[src/rtl/mem_port_arbiter_pkg.sv]
// Shared encodings and limits for the unified memory port arbiter.
// Imported by the arbiter top and its winner-selection sub-module.
package rv_mem_pkg;

  typedef enum logic {
    IDLE = 1'b0,
    WAIT = 1'b1
  } arb_state_t;

  typedef enum logic {
    OWN_IF = 1'b0,
    OWN_LS = 1'b1
  } owner_t;

  localparam int MEM_LAT_MIN    = 1;
  localparam int MEM_LAT_MAX    = 4;
  localparam int MAX_STREAK_MIN = 1;
  localparam int MAX_STREAK_MAX = 15;

  localparam logic [31:0] WORD_ADDR_MASK = 32'hFFFF_FFFC;

  // The memory is word-addressed; byte-offset bits never leave the arbiter.
  function automatic logic [31:0] word_addr(input logic [31:0] byte_addr);
    return byte_addr & WORD_ADDR_MASK;
  endfunction

endpackage

[src/rtl/mem_port_arbiter_if.sv]
// Bundles the fetch, load/store and memory-port signals of the arbiter.
// slave = arbiter side, master = requesters plus memory.
interface mem_port_arbiter_if;

  logic        if_req;
  logic [31:0] if_addr;
  logic        if_gnt;
  logic        if_rvalid;
  logic [31:0] if_rdata;

  logic        ls_req;
  logic        ls_we;
  logic [31:0] ls_addr;
  logic [3:0]  ls_be;
  logic [31:0] ls_wdata;
  logic        ls_gnt;
  logic        ls_rvalid;
  logic [31:0] ls_rdata;

  logic        mem_en;
  logic [3:0]  mem_we;
  logic [31:0] mem_addr;
  logic [31:0] mem_wdata;
  logic [31:0] mem_rdata;

  modport slave (
    input  if_req, if_addr,
    output if_gnt, if_rvalid, if_rdata,
    input  ls_req, ls_we, ls_addr, ls_be, ls_wdata,
    output ls_gnt, ls_rvalid, ls_rdata,
    output mem_en, mem_we, mem_addr, mem_wdata,
    input  mem_rdata
  );

  modport master (
    output if_req, if_addr,
    input  if_gnt, if_rvalid, if_rdata,
    output ls_req, ls_we, ls_addr, ls_be, ls_wdata,
    input  ls_gnt, ls_rvalid, ls_rdata,
    input  mem_en, mem_we, mem_addr, mem_wdata,
    output mem_rdata
  );

endinterface

[src/rtl/mem_port_arbiter_pick.sv]
// Winner selection between fetch and load/store, with the anti-starvation
// streak counter that bounds consecutive data grants while fetch waits.
module mem_arb_pick
  import rv_mem_pkg::*;
#(
  parameter int MAX_STREAK = 4
) (
  input  logic clk,
  input  logic rst,
  input  logic if_req,
  input  logic ls_req,
  input  logic arb_en,
  output logic pick_if,
  output logic pick_ls
);

  localparam logic [3:0] STREAK_LIMIT = 4'(MAX_STREAK);

  logic [3:0] streak_reg;
  logic       if_starved;

  assign if_starved = if_req && (streak_reg == STREAK_LIMIT);
  assign pick_ls    = arb_en && ls_req && !if_starved;
  assign pick_if    = arb_en && if_req && !pick_ls;

  // Only data grants that actually make fetch wait count toward the streak.
  always_ff @(posedge clk or posedge rst) begin
    if (rst) begin
      streak_reg <= '0;
    end else if (!if_req || pick_if) begin
      streak_reg <= '0;
    end else if (pick_ls && (streak_reg < STREAK_LIMIT)) begin
      streak_reg <= streak_reg + 4'd1;
    end
  end

endmodule

[src/rtl/mem_port_arbiter.sv]
// Shares one synchronous unified memory port between instruction fetch and
// the load/store unit; one transaction in flight, data has priority.
module mem_port_arbiter
  import rv_mem_pkg::*;
#(
  parameter int MEM_LAT    = 1,
  parameter int MAX_STREAK = 4
) (
  input logic               clk,
  input logic               rst,
  mem_port_arbiter_if.slave bus
);

  localparam int LAT = (MEM_LAT < MEM_LAT_MIN) ? MEM_LAT_MIN :
                       (MEM_LAT > MEM_LAT_MAX) ? MEM_LAT_MAX : MEM_LAT;
  localparam int STREAK = (MAX_STREAK < MAX_STREAK_MIN) ? MAX_STREAK_MIN :
                          (MAX_STREAK > MAX_STREAK_MAX) ? MAX_STREAK_MAX : MAX_STREAK;

  arb_state_t state_reg;
  owner_t     owner_reg;
  logic       we_reg;
  logic [2:0] lat_cnt_reg;

  logic rsp_cycle;
  logic arb_en;
  logic pick_if;
  logic pick_ls;
  logic granted;

  assign rsp_cycle = (state_reg == WAIT) && (lat_cnt_reg == 3'd1);
  // Gating with rst keeps grants off combinationally while reset is held.
  assign arb_en    = !rst && ((state_reg == IDLE) || rsp_cycle);
  assign granted   = pick_if || pick_ls;

  mem_arb_pick #(
    .MAX_STREAK (STREAK)
  ) u_pick (
    .clk     (clk),
    .rst     (rst),
    .if_req  (bus.if_req),
    .ls_req  (bus.ls_req),
    .arb_en  (arb_en),
    .pick_if (pick_if),
    .pick_ls (pick_ls)
  );

  always_comb begin
    bus.if_gnt    = pick_if;
    bus.ls_gnt    = pick_ls;
    bus.mem_en    = granted;
    bus.mem_we    = '0;
    bus.mem_addr  = '0;
    bus.mem_wdata = '0;
    if (pick_ls) begin
      bus.mem_addr  = word_addr(bus.ls_addr);
      bus.mem_we    = bus.ls_we ? bus.ls_be : 4'b0000;
      bus.mem_wdata = bus.ls_wdata;
    end else if (pick_if) begin
      bus.mem_addr  = word_addr(bus.if_addr);
      bus.mem_wdata = bus.ls_wdata;
    end
  end

  // Store responses carry no data, so their rdata is forced quiet.
  always_comb begin
    bus.if_rvalid = rsp_cycle && (owner_reg == OWN_IF);
    bus.ls_rvalid = rsp_cycle && (owner_reg == OWN_LS);
    bus.if_rdata  = bus.mem_rdata;
    bus.ls_rdata  = (rsp_cycle && we_reg) ? 32'h0 : bus.mem_rdata;
  end

  // A grant on the response cycle chains the next access without an idle gap.
  always_ff @(posedge clk or posedge rst) begin
    if (rst) begin
      state_reg   <= IDLE;
      owner_reg   <= OWN_IF;
      we_reg      <= 1'b0;
      lat_cnt_reg <= '0;
    end else if (granted) begin
      state_reg   <= WAIT;
      owner_reg   <= pick_ls ? OWN_LS : OWN_IF;
      we_reg      <= pick_ls && bus.ls_we;
      lat_cnt_reg <= 3'(LAT);
    end else if (state_reg == WAIT) begin
      if (rsp_cycle) begin
        state_reg   <= IDLE;
        lat_cnt_reg <= '0;
      end else begin
        lat_cnt_reg <= lat_cnt_reg - 3'd1;
      end
    end
  end

endmodule
[src/flat_wrapper.sv]
// flat-port wrapper written by rule: the top's interface ports become plain ports
module mem_port_arbiter_flat import rv_mem_pkg::*;
#(
  parameter int MEM_LAT    = 1,
  parameter int MAX_STREAK = 4
)
  (clk, rst, bus_if_req, bus_if_addr, bus_if_gnt, bus_if_rvalid, bus_if_rdata, bus_ls_req, bus_ls_we, bus_ls_addr, bus_ls_be, bus_ls_wdata, bus_ls_gnt, bus_ls_rvalid, bus_ls_rdata, bus_mem_en, bus_mem_we, bus_mem_addr, bus_mem_wdata, bus_mem_rdata);
  mem_port_arbiter_if bus_i ();
  input logic clk;
  input logic rst;
  input wire logic [$bits(bus_i.if_req)-1:0] bus_if_req;
  input wire logic [$bits(bus_i.if_addr)-1:0] bus_if_addr;
  output wire logic [$bits(bus_i.if_gnt)-1:0] bus_if_gnt;
  output wire logic [$bits(bus_i.if_rvalid)-1:0] bus_if_rvalid;
  output wire logic [$bits(bus_i.if_rdata)-1:0] bus_if_rdata;
  input wire logic [$bits(bus_i.ls_req)-1:0] bus_ls_req;
  input wire logic [$bits(bus_i.ls_we)-1:0] bus_ls_we;
  input wire logic [$bits(bus_i.ls_addr)-1:0] bus_ls_addr;
  input wire logic [$bits(bus_i.ls_be)-1:0] bus_ls_be;
  input wire logic [$bits(bus_i.ls_wdata)-1:0] bus_ls_wdata;
  output wire logic [$bits(bus_i.ls_gnt)-1:0] bus_ls_gnt;
  output wire logic [$bits(bus_i.ls_rvalid)-1:0] bus_ls_rvalid;
  output wire logic [$bits(bus_i.ls_rdata)-1:0] bus_ls_rdata;
  output wire logic [$bits(bus_i.mem_en)-1:0] bus_mem_en;
  output wire logic [$bits(bus_i.mem_we)-1:0] bus_mem_we;
  output wire logic [$bits(bus_i.mem_addr)-1:0] bus_mem_addr;
  output wire logic [$bits(bus_i.mem_wdata)-1:0] bus_mem_wdata;
  input wire logic [$bits(bus_i.mem_rdata)-1:0] bus_mem_rdata;
  assign bus_i.if_req = bus_if_req;
  assign bus_i.if_addr = bus_if_addr;
  assign bus_if_gnt = bus_i.if_gnt;
  assign bus_if_rvalid = bus_i.if_rvalid;
  assign bus_if_rdata = bus_i.if_rdata;
  assign bus_i.ls_req = bus_ls_req;
  assign bus_i.ls_we = bus_ls_we;
  assign bus_i.ls_addr = bus_ls_addr;
  assign bus_i.ls_be = bus_ls_be;
  assign bus_i.ls_wdata = bus_ls_wdata;
  assign bus_ls_gnt = bus_i.ls_gnt;
  assign bus_ls_rvalid = bus_i.ls_rvalid;
  assign bus_ls_rdata = bus_i.ls_rdata;
  assign bus_mem_en = bus_i.mem_en;
  assign bus_mem_we = bus_i.mem_we;
  assign bus_mem_addr = bus_i.mem_addr;
  assign bus_mem_wdata = bus_i.mem_wdata;
  assign bus_i.mem_rdata = bus_mem_rdata;
  mem_port_arbiter #(.MEM_LAT(MEM_LAT), .MAX_STREAK(MAX_STREAK)) u_core (.clk(clk), .rst(rst), .bus(bus_i));
endmodule
[config.mk]
export PLATFORM = sky130hd
export DESIGN_NAME = mem_port_arbiter_flat
export DESIGN_NICKNAME = d
export VERILOG_FILES = /design/src/rtl/mem_port_arbiter_pkg.sv /design/src/rtl/mem_port_arbiter_if.sv /design/src/rtl/mem_port_arbiter_pick.sv /design/src/rtl/mem_port_arbiter.sv /design/src/flat_wrapper.sv
export SDC_FILE = /design/constraint.sdc
export NUM_CORES = 1
export LEC_CHECK = 0
export CORE_AREA = 5 5 104 106
export CTS_CLUSTER_SIZE = 16
export DETAILED_ROUTE_END_ITERATION = 12
export DIE_AREA = 0 0 109 111
export GPL_TIMING_DRIVEN = 0
export PLACE_DENSITY = 0.66
export SLEW_MARGIN = 0
export SYNTH_ARGS = -nofsm -noshare
export SYNTH_HDL_FRONTEND = slang
export SYNTH_HIERARCHICAL = 1
export SYNTH_SLANG_ARGS = --single-unit
export TNS_END_PERCENT = 100
[constraint.sdc]
create_clock -name clk -period 3.92 [get_ports clk]
set_input_delay 0.98 -clock clk [delete_from_list [all_inputs] [get_ports clk]]
set_output_delay 0.98 -clock clk [all_outputs]
set_load 0.05 [all_outputs]
* Yosys cells after proc, flatten, opt, wreduce, memory -nomap -nowiden
Index checks and enable logic that the tools add are counted. Widths: inputs -> output; s select.
Cells by class: mux-type cells 16, bitwise gates (word level) 2, magnitude comparators 1, reductions and logical operators 21, equality and inequality tests 2, add/sub/neg operators 2
Operator list (count):
- $mux 32 | 5
- $mux 4 | 4
- $logic_and 1x1->1 | 12
- $mux 3 | 3
- $add 4x1->4 const B | 1
- $eq 4x3->1 const B | 1
- $logic_not 1->1 | 4
- $lt 4x3->1 const B | 1
- $mux 1 | 4
- $reduce_bool 2->1 | 2
- $eq 3x1->1 const B | 1
- $logic_or 1x1->1 | 3
- $sub 3x1->3 const B | 1
- $not 1->1 | 2
Storage, ports and cells: logic and storage cells 49, output and inout bits 137, input port bits 137, register bits 10

* Depth between registers and ports, before layout
Gate-level depths: netlist of run 1.
word-level depth 10, depth in mapped cells 12, gate-level depth less buffers 12

* Hierarchy
The synthesis of run 1 kept the hierarchy.
Modules (own cells, without submodules):
- mem_port_arbiter | area an instance 1397.6 um^2, cells an instance 179, times used 1, seq. area each 150.1 um^2
- mem_arb_pick | area an instance 246.5 um^2, cells an instance 25, times used 1, seq. area each 100.1 um^2

* Worst setup path before layout of run 1
OpenSTA, ideal clock, no wires.
kind input-to-output, from in rst, to out bus_mem_wdata[23], path slack -1026 ps, cell stages on the path 9, data arrival time 3966 ps, buffers on the path 1, data required time 2940 ps, path through inv_1 -> and2_1 -> nand2_1 -> a21oi_1 -> nor2_1 -> nor2_4 -> inv_2 -> buf_2 -> and2_1
Between the ends: word-level cells in the longest chain between the ends 8, elaborated cells between the ends (all ways) 9, those cells by class mux: 2; reduce/logical: 7
RTL lines:
- from (decl) | line flat_wrapper.sv:10 | input logic rst;
- $logic_not 1->1 | line mem_port_arbiter.sv:32 | assign arb_en = !rst && ((state_reg == IDLE) || rsp_cycle);
- $logic_and 1x1->1 | line mem_port_arbiter.sv:32
- via u_core.arb_en | line mem_port_arbiter.sv:25 | logic arb_en;
- $logic_and 1x1->1 (2 in series) | line mem_port_arbiter_pick.sv:23 | assign pick_ls = arb_en && ls_req && !if_starved;
- via bus_ls_gnt | line flat_wrapper.sv:21 | output wire logic [$bits(bus_i.ls_gnt)-1:0] bus_ls_gnt;
- $logic_not 1->1 | line mem_port_arbiter_pick.sv:24 | assign pick_if = arb_en && if_req && !pick_ls;
- $logic_and 1x1->1 | line mem_port_arbiter_pick.sv:24
- via bus_if_gnt | line flat_wrapper.sv:13 | output wire logic [$bits(bus_i.if_gnt)-1:0] bus_if_gnt;
- $mux 32 | line mem_port_arbiter.sv:58 | end else if (pick_if) begin
- $mux 32 | line mem_port_arbiter.sv:54 | if (pick_ls) begin
- to (decl) | line flat_wrapper.sv:27 | output wire logic [$bits(bus_i.mem_wdata)-1:0] bus_mem_wdata;
The timed path passes the listed nets, and every way through them passes these cells.

* Final worst setup path of run 1
from in rst, to out bus_mem_addr[18]
Between the ends: word-level cells in the longest chain between the ends 8, elaborated cells between the ends (all ways) 9, those cells by class mux: 2; reduce/logical: 7
RTL lines:
- $logic_not 1->1 * | line mem_port_arbiter.sv:32
- $logic_and 1x1->1 * | line mem_port_arbiter.sv:32
- via u_core.arb_en | line mem_port_arbiter.sv:25
- $logic_and 1x1->1 (2 in series) | line mem_port_arbiter_pick.sv:23
- $logic_not 1->1 | line mem_port_arbiter_pick.sv:24
- $logic_and 1x1->1 | line mem_port_arbiter_pick.sv:24
- $mux 32 | line mem_port_arbiter.sv:58
- $mux 32 * | line mem_port_arbiter.sv:54
- to (decl) | line flat_wrapper.sv:26 | output wire logic [$bits(bus_i.mem_addr)-1:0] bus_mem_addr;
Mark *: on every way through the listed nets, which the timed path passes. The rest lies on a longest branch.

==> flow_summary.ini, run 1 <==
[power_and_ir_drop]
peakVddDrop_mv = 0.231
cellPowerDensity_nw_per_um2 = 447
finalPower_w = 0.00193
power_leakage_nw = 2.01

[layout]
n_fill_cell = 981
drive_gt1_frac = 0.272
final_cell_area_um2 = 4310
antennaDiodeCount = 0
final_cells = 611
largest_register_ffs = 4
area_growth_syn_to_layout_pct = 162
nNetsFinal = 621

[clock_tree]
cts_made_buffers = 3
clkSinkCount = 10
cts.clk_slew.worst_paths_ps = 40
root_buffer = clkbuf_8
ctsHtreeMaxLevel = 1
cts_buffer_depth = 2
cts_tree = yes
insertion_delay_ps = 230

[global_routing]
grt_pass1_vias = 2397
antenna_found_initial = 0
grt_max_degree = 11
gr-total-overflow = 0
grt_pass1_wl_mm = 12.9
track_usage = 0.133

[worst_setup_path]
crit_type = input pin to output pin
critPathMaxStageDelay_ps = 430
cp-end-kind = output pin
reg2reg_depth = 12
crit_fanout = 10
critPathTopFamily = buffers and inverters
worst-path-buf-inv = 5
r2r_end = u_core/lat_cnt_reg[1]
cp_slowest_cell = clkdlybuf4s50_1
cpMostUsedCell = buf_2
startpoint_type = input pin
ff2ff_setup_slack_ps = 1580
crit_required_ps = 2940
cp_data_arrival_time_ps = 2860
reg2reg_from = u_core/lat_cnt_reg[1]
crit_cells = 9
path_cells = clkdlybuf4s50_1 > inv_2 > and2_4 > nand2_1 > a21oi_4 > buf_6 > buf_2 > a22o_1 > buf_2

[yosys]
ys_async_sr_fraction = 1.00
yosysMostFrequentCell = and2_1
syn_inst = 204
synth_top_area_cell = and2_1
ys_types = 32
synth_edf_count = 0
synth-main-ff-cell = dfrtp_1
yosysSeqAreaShare = 0.152
netlist_top_cells_count = and2_1, buf_4, a22o_1, dfrtp_1, inv_1
yosys-top-cells-area = and2_1, a22o_1, buf_4
synth-seq-cells = 10
synth_top_area_frac = 0.255
netlist_area_um2 = 1640
ys.warnings.count = 6
syn_avg_cell_area_um2 = 8.06

[sta]
worst_pin_slew_ps = 535
setup_violations = 0
period_minus_slack_ps = 3840
slew_viol_final = 0
rsz0062_at_grt = yes
fmax_ghz = 0.260
fin_tns_setup_ps = 0
clock_skew_ps = 1.61
finalCritPeriodShare = 0.980
hold_violations = 0
hold_slack_ps = 498
slew_headroom = 0.643

[floorplanning]
io_pins = 274
die_x_um = 109
dieArea_um2 = 12100
fp-row-count = 36
start_util = 0.170
die_y_um = 111
core-area_um2 = 9680

[detailed_routing]
num_vias = 2395
wl_mm = 9.03
viasPerCell = 3.92
drtAntennaViolNets = 0
dr.first_iter.drc_count = 54
drt-pass1-iter-count = 4
drc = 0
wl_per_cell_um = 14.8

[min_path]
worstHoldEndpoint = u_core/lat_cnt_reg[0]
hold_depth = 1
hp-start = u_core/lat_cnt_reg[0]
hold_class = flip-flop to flip-flop

[placed_design]
gp_congestion = 0.792
io_buffers = 267
placedCellCount = 605
placed_cell_area_um2 = 4510
place.detailed.hpwl_mm = 8.19

[status]
status = completed

[flow_run]
drv_cap = 0
-- per-layer routing --
| layer | GRT usage | up-vias | wire length [µm] |
|---|---|---|---|
| met2 | 0.253 | 139 | 4670 |
| met5 | 0 | - | 0 |
| met4 | 0.0210 | 0 | 171 |
| li1 | - | 1192 | - |
| met1 | 0.136 | 1050 | 3010 |
| met3 | 0.0513 | 14 | 1180 |
-- report_power, final --
part	total [W]	internal (W)	leakage, nW	switching, W
clock network	0.000103	0.0000668	0.0216	0.0000357
logic	0.00166	0.000591	1.86	0.00107
registers	0.000166	0.000134	0.129	0.0000318
-- metrics by stage --
step / util / setup WS [ps]
2_1_floorplan: - / 43.5
3_3_place_gp: 0.465 / -702
3_5_place_dp: 0.465 / -746
4_1_cts: 0.454 / 6.15
5_1_grt: 0.445 / -24.6
6_report: 0.445 / 79.4
-- area by class of cell --
class	instances	area (µm²)	share of cell area
inverter	9	33.8	0.00783
clock buffer	3	41.3	0.00957
timing repair buffer	270	2430	0.564
sequential	10	250	0.0580
tap	133	166	0.0386
buffer	47	369	0.0856
multi-input combinational	139	1020	0.237
-- logic make-up after synthesis --
logic type	count (synthesis)	synth area share
AO/OA/AOI/OAI	38	0.197
XOR/XNOR	1	0.00533
adder cells (fa/ha/maj)	4	0.0304
buffers and inverters	56	0.242
flip-flops	10	0.152
multiplexers	2	0.0122
other	1	0.00228
AND/OR/NAND/NOR	92	0.358
-- repair_timing --
item | CTS | global route
gates cloned | 0 | 0
buffers inserted | 2 | 1
resized for setup | 295 | 78
endpoints found under the setup margin | 69 | 47
hold buffers | 0 | 0
-- worst max-delay path by stage --
stage                     from           endpoint  slack [ps]
after floorplan            rst  bus_mem_wdata[23]          40
after global placement     rst   bus_mem_addr[18]        -700
after detailed placement   rst   bus_mem_addr[18]        -750
after CTS                  rst   bus_mem_addr[23]           6
final                      rst   bus_mem_addr[18]          80
after global routing       rst   bus_mem_wdata[3]         -20
-- cells in the final DEF (no fill, tap or decap), drive strengths merged --
master / n
o22ai: 1
o21a: 1
dlygate4sd2: 1
mux2i: 2
and3: 5
or3: 1
buf: 110
nor2b: 2
and3b: 1
o31ai: 1
nor2: 6
inv: 9
nor3b: 1
ha: 4
xnor2: 1
and4bb: 1
dfrtp: 10
a21o: 1
nand2b: 1
a22o: 31
clkdlybuf4s50: 199
o21bai: 1
clkdlybuf4s15: 1
and2: 67
conb: 2
o21ai: 1
a21oi: 1
clkbuf: 9
nand2: 6
nand3: 1
Note: power is estimated with default switching activity, not from simulation.
==> run 2, diff against run 1 <==
--- a/config.mk
+++ b/config.mk
@@ -11,6 +11,7 @@
 export DIE_AREA = 0 0 109 111
 export GPL_TIMING_DRIVEN = 0
 export PLACE_DENSITY = 0.66
+export RECOVER_POWER = 100
 export SLEW_MARGIN = 0
 export SYNTH_ARGS = -nofsm -noshare
 export SYNTH_HDL_FRONTEND = slang
==> run 2 against run 1 <==
Effect of this change:
- highest routed layer unchanged
- non-clock buffer count unchanged
- clock-buffer cell count is the same
- sequential power barely moved
- wire length is the same
- fmax did not move
==> flow_summary.ini, run 2 (synthesis results as in run 1) <==
[sta]
period_minus_slack_ps = 3840
slew_viol_final = 0
finalCritPeriodShare = 0.980
fmax_ghz = 0.260
hold_violations = 0
setup_violations = 0
rsz0062_at_grt = yes
clock_skew_ps = 1.66
slew_headroom = 0.643
worst_pin_slew_ps = 535

[clock_tree]
cts_buffer_depth = 2
root_buffer = clkbuf_8
cts_made_buffers = 3
insertion_delay_ps = 230
cts_hold_buf = 0
cts.clk_slew.worst_paths_ps = 40
clkSinkCount = 10
cts_tree = yes
ctsHtreeMaxLevel = 1

[min_path]
hold_depth = 1
hold_class = flip-flop to flip-flop
worstHoldEndpoint = u_core/lat_cnt_reg[0]
hp-start = u_core/lat_cnt_reg[0]

[worst_setup_path]
r2r_end = u_core/lat_cnt_reg[1]
critPathMaxStageDelay_ps = 430
cpMostUsedCell = buf_2
crit_fanout = 10
crit_type = input pin to output pin
path_cells = clkdlybuf4s50_1 > inv_2 > and2_4 > nand2_1 > a21oi_4 > buf_6 > buf_2 > a22o_1 > buf_2
crit_required_ps = 2940
startpoint_type = input pin
cp_slowest_cell = clkdlybuf4s50_1
cp_data_arrival_time_ps = 2860
reg2reg_from = u_core/lat_cnt_reg[1]
ff2ff_setup_slack_ps = 1580
reg2reg_depth = 12
cp-end-kind = output pin

[power_and_ir_drop]
power_leakage_nw = 2.01
cellPowerDensity_nw_per_um2 = 447
finalPower_w = 0.00193
peakVddDrop_mv = 0.231

[floorplanning]
core-area_um2 = 9680
dieArea_um2 = 12100
io_pins = 274
fp-row-count = 36
start_util = 0.170
die_y_um = 111
die_x_um = 109

[global_routing]
grt_pass1_vias = 2397
grt_max_degree = 11
gr-total-overflow = 0
antenna_found_initial = 0
track_usage = 0.133
grt_pass1_wl_mm = 12.9

[placed_design]
placed_cell_area_um2 = 4510
place.detailed.hpwl_mm = 8.19
placedCellCount = 605
gp_congestion = 0.792
io_buffers = 267

[layout]
area_growth_syn_to_layout_pct = 162
nNetsFinal = 621
largest_register_ffs = 4
final_cells = 611
fin_util = 0.445
layout.cells.most_common = clkdlybuf4s50_1
antennaDiodeCount = 0
final_cell_area_um2 = 4310
final_cell_mix = clkdlybuf4s50_1, and2_1, buf_4
drive_gt1_frac = 0.272

[detailed_routing]
viasPerCell = 3.92
wl_mm = 9.03
drtAntennaViolNets = 0
dr.first_iter.drc_count = 52
drc = 0
wl_per_cell_um = 14.8
drt-pass1-iter-count = 4
num_vias = 2395

[status]
status = completed

[flow_run]
drv_cap = 0
## run 2: cell type report
cell class / instances / area [µm²]
buffer: 47 / 369
clock buffer: 3 / 41.3
fill: 981 / 5370
inverter: 9 / 33.8
multi-input combinational: 139 / 1020
sequential: 10 / 250
tap: 133 / 166
timing repair buffer: 270 / 2430
## run 2: worst max-delay path: cells and delay by family
kind                   cells  cell delay, ps
buffers and inverters      5            1190
AO/OA/AOI/OAI              2             440
AND/OR/NAND/NOR            2             250
## run 2: worst max-delay path by stage
stage          start                end  slack (ps)  depth (start not counted)
5_1_grt          rst   bus_mem_wdata[3]         -20                         11
3_3_place_gp     rst   bus_mem_addr[18]        -700                          9
6_report         rst   bus_mem_addr[18]          80                          9
2_1_floorplan    rst  bus_mem_wdata[23]          40                          9
4_1_cts          rst   bus_mem_addr[23]           6                          9
3_5_place_dp     rst   bus_mem_addr[18]        -750                          9
## run 2: per-layer routing
metal,vias to the layer above,wire [µm],GRT usage
met5,-,0,0
met4,0,171,0.0210
met3,14,1180,0.0513
met2,139,4670,0.253
met1,1050,3010,0.136
li1,1192,-,-
## run 2: where the power goes
part | internal [W] | total, W | switching (W)
combinational | 0.000591 | 0.00166 | 0.00107
clock | 0.0000668 | 0.000103 | 0.0000357
sequential | 0.000134 | 0.000166 | 0.0000318
## run 2: what timing repair did
item | CTS | global route
resized for setup | 295 | 78
buffers inserted | 2 | 1
setup endpoints to repair | 69 | 47
## run 2: stage by stage
| stage | hold slack (ps) | worst slack (ps) | TNS (ps) |
|---|---|---|---|
| 2_1_floorplan | 457 | 43.5 | 0 |
| 3_3_place_gp | 481 | -702 | -42680 |
| 3_5_place_dp | 497 | -746 | -46130 |
| 4_1_cts | 501 | 6.15 | 0 |
| 5_1_grt | 523 | -24.6 | -56.1 |
| 6_report | 498 | 79.4 | 0 |
==> run 3, diff against run 2 <==
--- a/config.mk
+++ b/config.mk
@@ -6,13 +6,14 @@
 export NUM_CORES = 1
 export LEC_CHECK = 0
 export CORE_AREA = 5 5 104 106
+export CTS_BUF_LIST = sky130_fd_sc_hd__clkbuf_4
 export CTS_CLUSTER_SIZE = 16
 export DETAILED_ROUTE_END_ITERATION = 12
 export DIE_AREA = 0 0 109 111
 export GPL_TIMING_DRIVEN = 0
 export PLACE_DENSITY = 0.66
 export RECOVER_POWER = 100
-export SLEW_MARGIN = 0
+export SKIP_CTS_REPAIR_TIMING = 1
 export SYNTH_ARGS = -nofsm -noshare
 export SYNTH_HDL_FRONTEND = slang
 export SYNTH_HIERARCHICAL = 1
==> run 3 against run 2 <==
Effect of this change:
- worst setup slack gained 70 ps
- sequential share of layout area grew 0.12 points
- final cell count grew 0.49%
- highest routed layer unchanged
- critical path depth shrank 5
- sequential power is essentially flat
- sequential cell count is the same
- non-clock buffer count grew 3
- combinational power shrank 4%
- clock-buffer cell count is the same
==> flow_summary.ini, run 3 (synthesis results as in run 1) <==
[status]
status = completed

[sta]
setup_violations = 0
finalCritPeriodShare = 0.962
period_minus_slack_ps = 3770
slew_headroom = 0.587
hold_violations = 0
clock_skew_ps = 3.34
fmax_ghz = 0.265
fin_tns_setup_ps = 0
rsz0062_at_grt = no
slew_viol_final = 0
worst_pin_slew_ps = 622

[worst_setup_path]
cp_data_arrival_time_ps = 2790
crit_required_ps = 2940
r2r_end = u_core/lat_cnt_reg[1]
cpMostUsedCell = dlygate4sd3_1
critPathTopFamily = buffers and inverters
reg2reg_depth = 12
crit_type = input pin to output pin
crit_cells = 4
reg2reg_from = u_core/lat_cnt_reg[1]
startpoint_type = input pin
ff2ff_setup_slack_ps = 1580
path_cells = dlygate4sd3_1 > a21oi_4 > nor2_4 > dlygate4sd3_1
cp-end-kind = output pin
crit_fanout = 4
critPathMaxStageDelay_ps = 900
worst-path-buf-inv = 2
cp_slowest_cell = dlygate4sd3_1

[global_routing]
antenna_found_initial = 0
gr-total-overflow = 0
track_usage = 0.133
grt_pass1_wl_mm = 12.9
grt_max_degree = 11
grt_pass1_vias = 2410

[floorplanning]
dieArea_um2 = 12100
die_x_um = 109
fp-row-count = 36
start_util = 0.170
core-area_um2 = 9680
die_y_um = 111
io_pins = 274

[power_and_ir_drop]
peakVddDrop_mv = 0.224
power_leakage_nw = 1.97
cellPowerDensity_nw_per_um2 = 432

[min_path]
hp-start = u_core/lat_cnt_reg[0]
hold_class = flip-flop to flip-flop
hold_depth = 1
worstHoldEndpoint = u_core/lat_cnt_reg[0]

[layout]
largest_register_ffs = 4
drive_gt1_frac = 0.260
n_fill_cell = 989
layout.cells.most_common = clkdlybuf4s50_1
final_cell_mix = clkdlybuf4s50_1, dlygate4sd3_1, clkbuf_2
area_growth_syn_to_layout_pct = 157
nNetsFinal = 624
final_cell_area_um2 = 4230
antennaDiodeCount = 0
multi_input_area_um2 = 1010
regArea_um2 = 250

[detailed_routing]
wl_per_cell_um = 14.7
viasPerCell = 3.93
dr.first_iter.drc_count = 52
drt-pass1-iter-count = 4
drtAntennaViolNets = 0
num_vias = 2415
wl_mm = 9.00
drc = 0

[clock_tree]
ctsHtreeMaxLevel = 1
root_buffer = clkbuf_4
cts_buffer_depth = 2
cts.clk_slew.worst_paths_ps = 60
cts_tree = yes
insertion_delay_ps = 250
clkSinkCount = 10
cts_made_buffers = 3

[placed_design]
place.detailed.hpwl_mm = 8.19
placed_cell_area_um2 = 4510
io_buffers = 267
gp_congestion = 0.792

[flow_run]
drv_cap = 0
[run 3: cell count changes in the layout (fill, tap and decap cells not counted), moves of 3 or more]
| cell | before | now |
|---|---|---|
| clkdlybuf4s50_1 | 199 | 130 |
| dlygate4sd3_1 | 0 | 68 |
| clkbuf_2 | 4 | 65 |
| buf_2 | 39 | 1 |
| buf_4 | 64 | 39 |
| clkbuf_1 | 0 | 8 |
| and2_0 | 1 | 6 |
| and2_1 | 65 | 60 |
| clkbuf_8 | 3 | 0 |
[run 3: layout make-up]
class,count,share of cell area
clock buffer,3,0.00533
buffer,47,0.0859
sequential,10,0.0592
multi-input combinational,139,0.240
timing repair buffer,273,0.561
tap,133,0.0394
inverter,9,0.00888
[run 3: where the power goes]
group / total (W) / internal [W] / switching (W)
registers: 0.000167 / 0.000134 / 0.0000326
logic: 0.00159 / 0.000527 / 0.00107
clock network: 0.0000654 / 0.0000352 / 0.0000302
total: 0.00183 / 0.000696 / 0.00113
[run 3: worst max-delay path by stage]
stage | from | endpoint | slack, ps
3_3_place_gp | rst | bus_mem_addr[18] | -700
5_1_grt | u_core/lat_cnt_reg[1] | bus_mem_wdata[18] | 60
2_1_floorplan | rst | bus_mem_wdata[23] | 40
4_1_cts | rst | bus_mem_addr[18] | -750
3_5_place_dp | rst | bus_mem_addr[18] | -750
6_report | bus_if_req | bus_if_gnt | 150
[run 3: worst register-to-register path, delay by kind of cell (launching register included)]
family	cells	cell delay, ps
buffers and inverters	2	160
AO/OA/AOI/OAI	2	310
flip-flops	1	360
adder cells (fa/ha/maj)	1	180
AND/OR/NAND/NOR	7	1240
[run 3: per-layer routing]
metal,GRT usage,routed length [µm],vias to the layer above
met5,0,0,-
met4,0.0152,95,0
met3,0.0553,1160,8
met2,0.256,4760,135
met1,0.134,2980,1069
li1,-,-,1203
[run 3: stage by stage]
stage	utilization	total power [W]	instances	setup slack, ps	hold slack [ps]
2_1_floorplan	-	0.00129	205	43.5	457
3_5_place_dp	0.465	0.00192	605	-746	497
4_1_cts	0.468	0.00199	608	-745	503
5_1_grt	0.436	0.00193	614	59.5	527
3_3_place_gp	0.465	0.00190	605	-702	481
6_report	0.436	0.00183	614	149	505
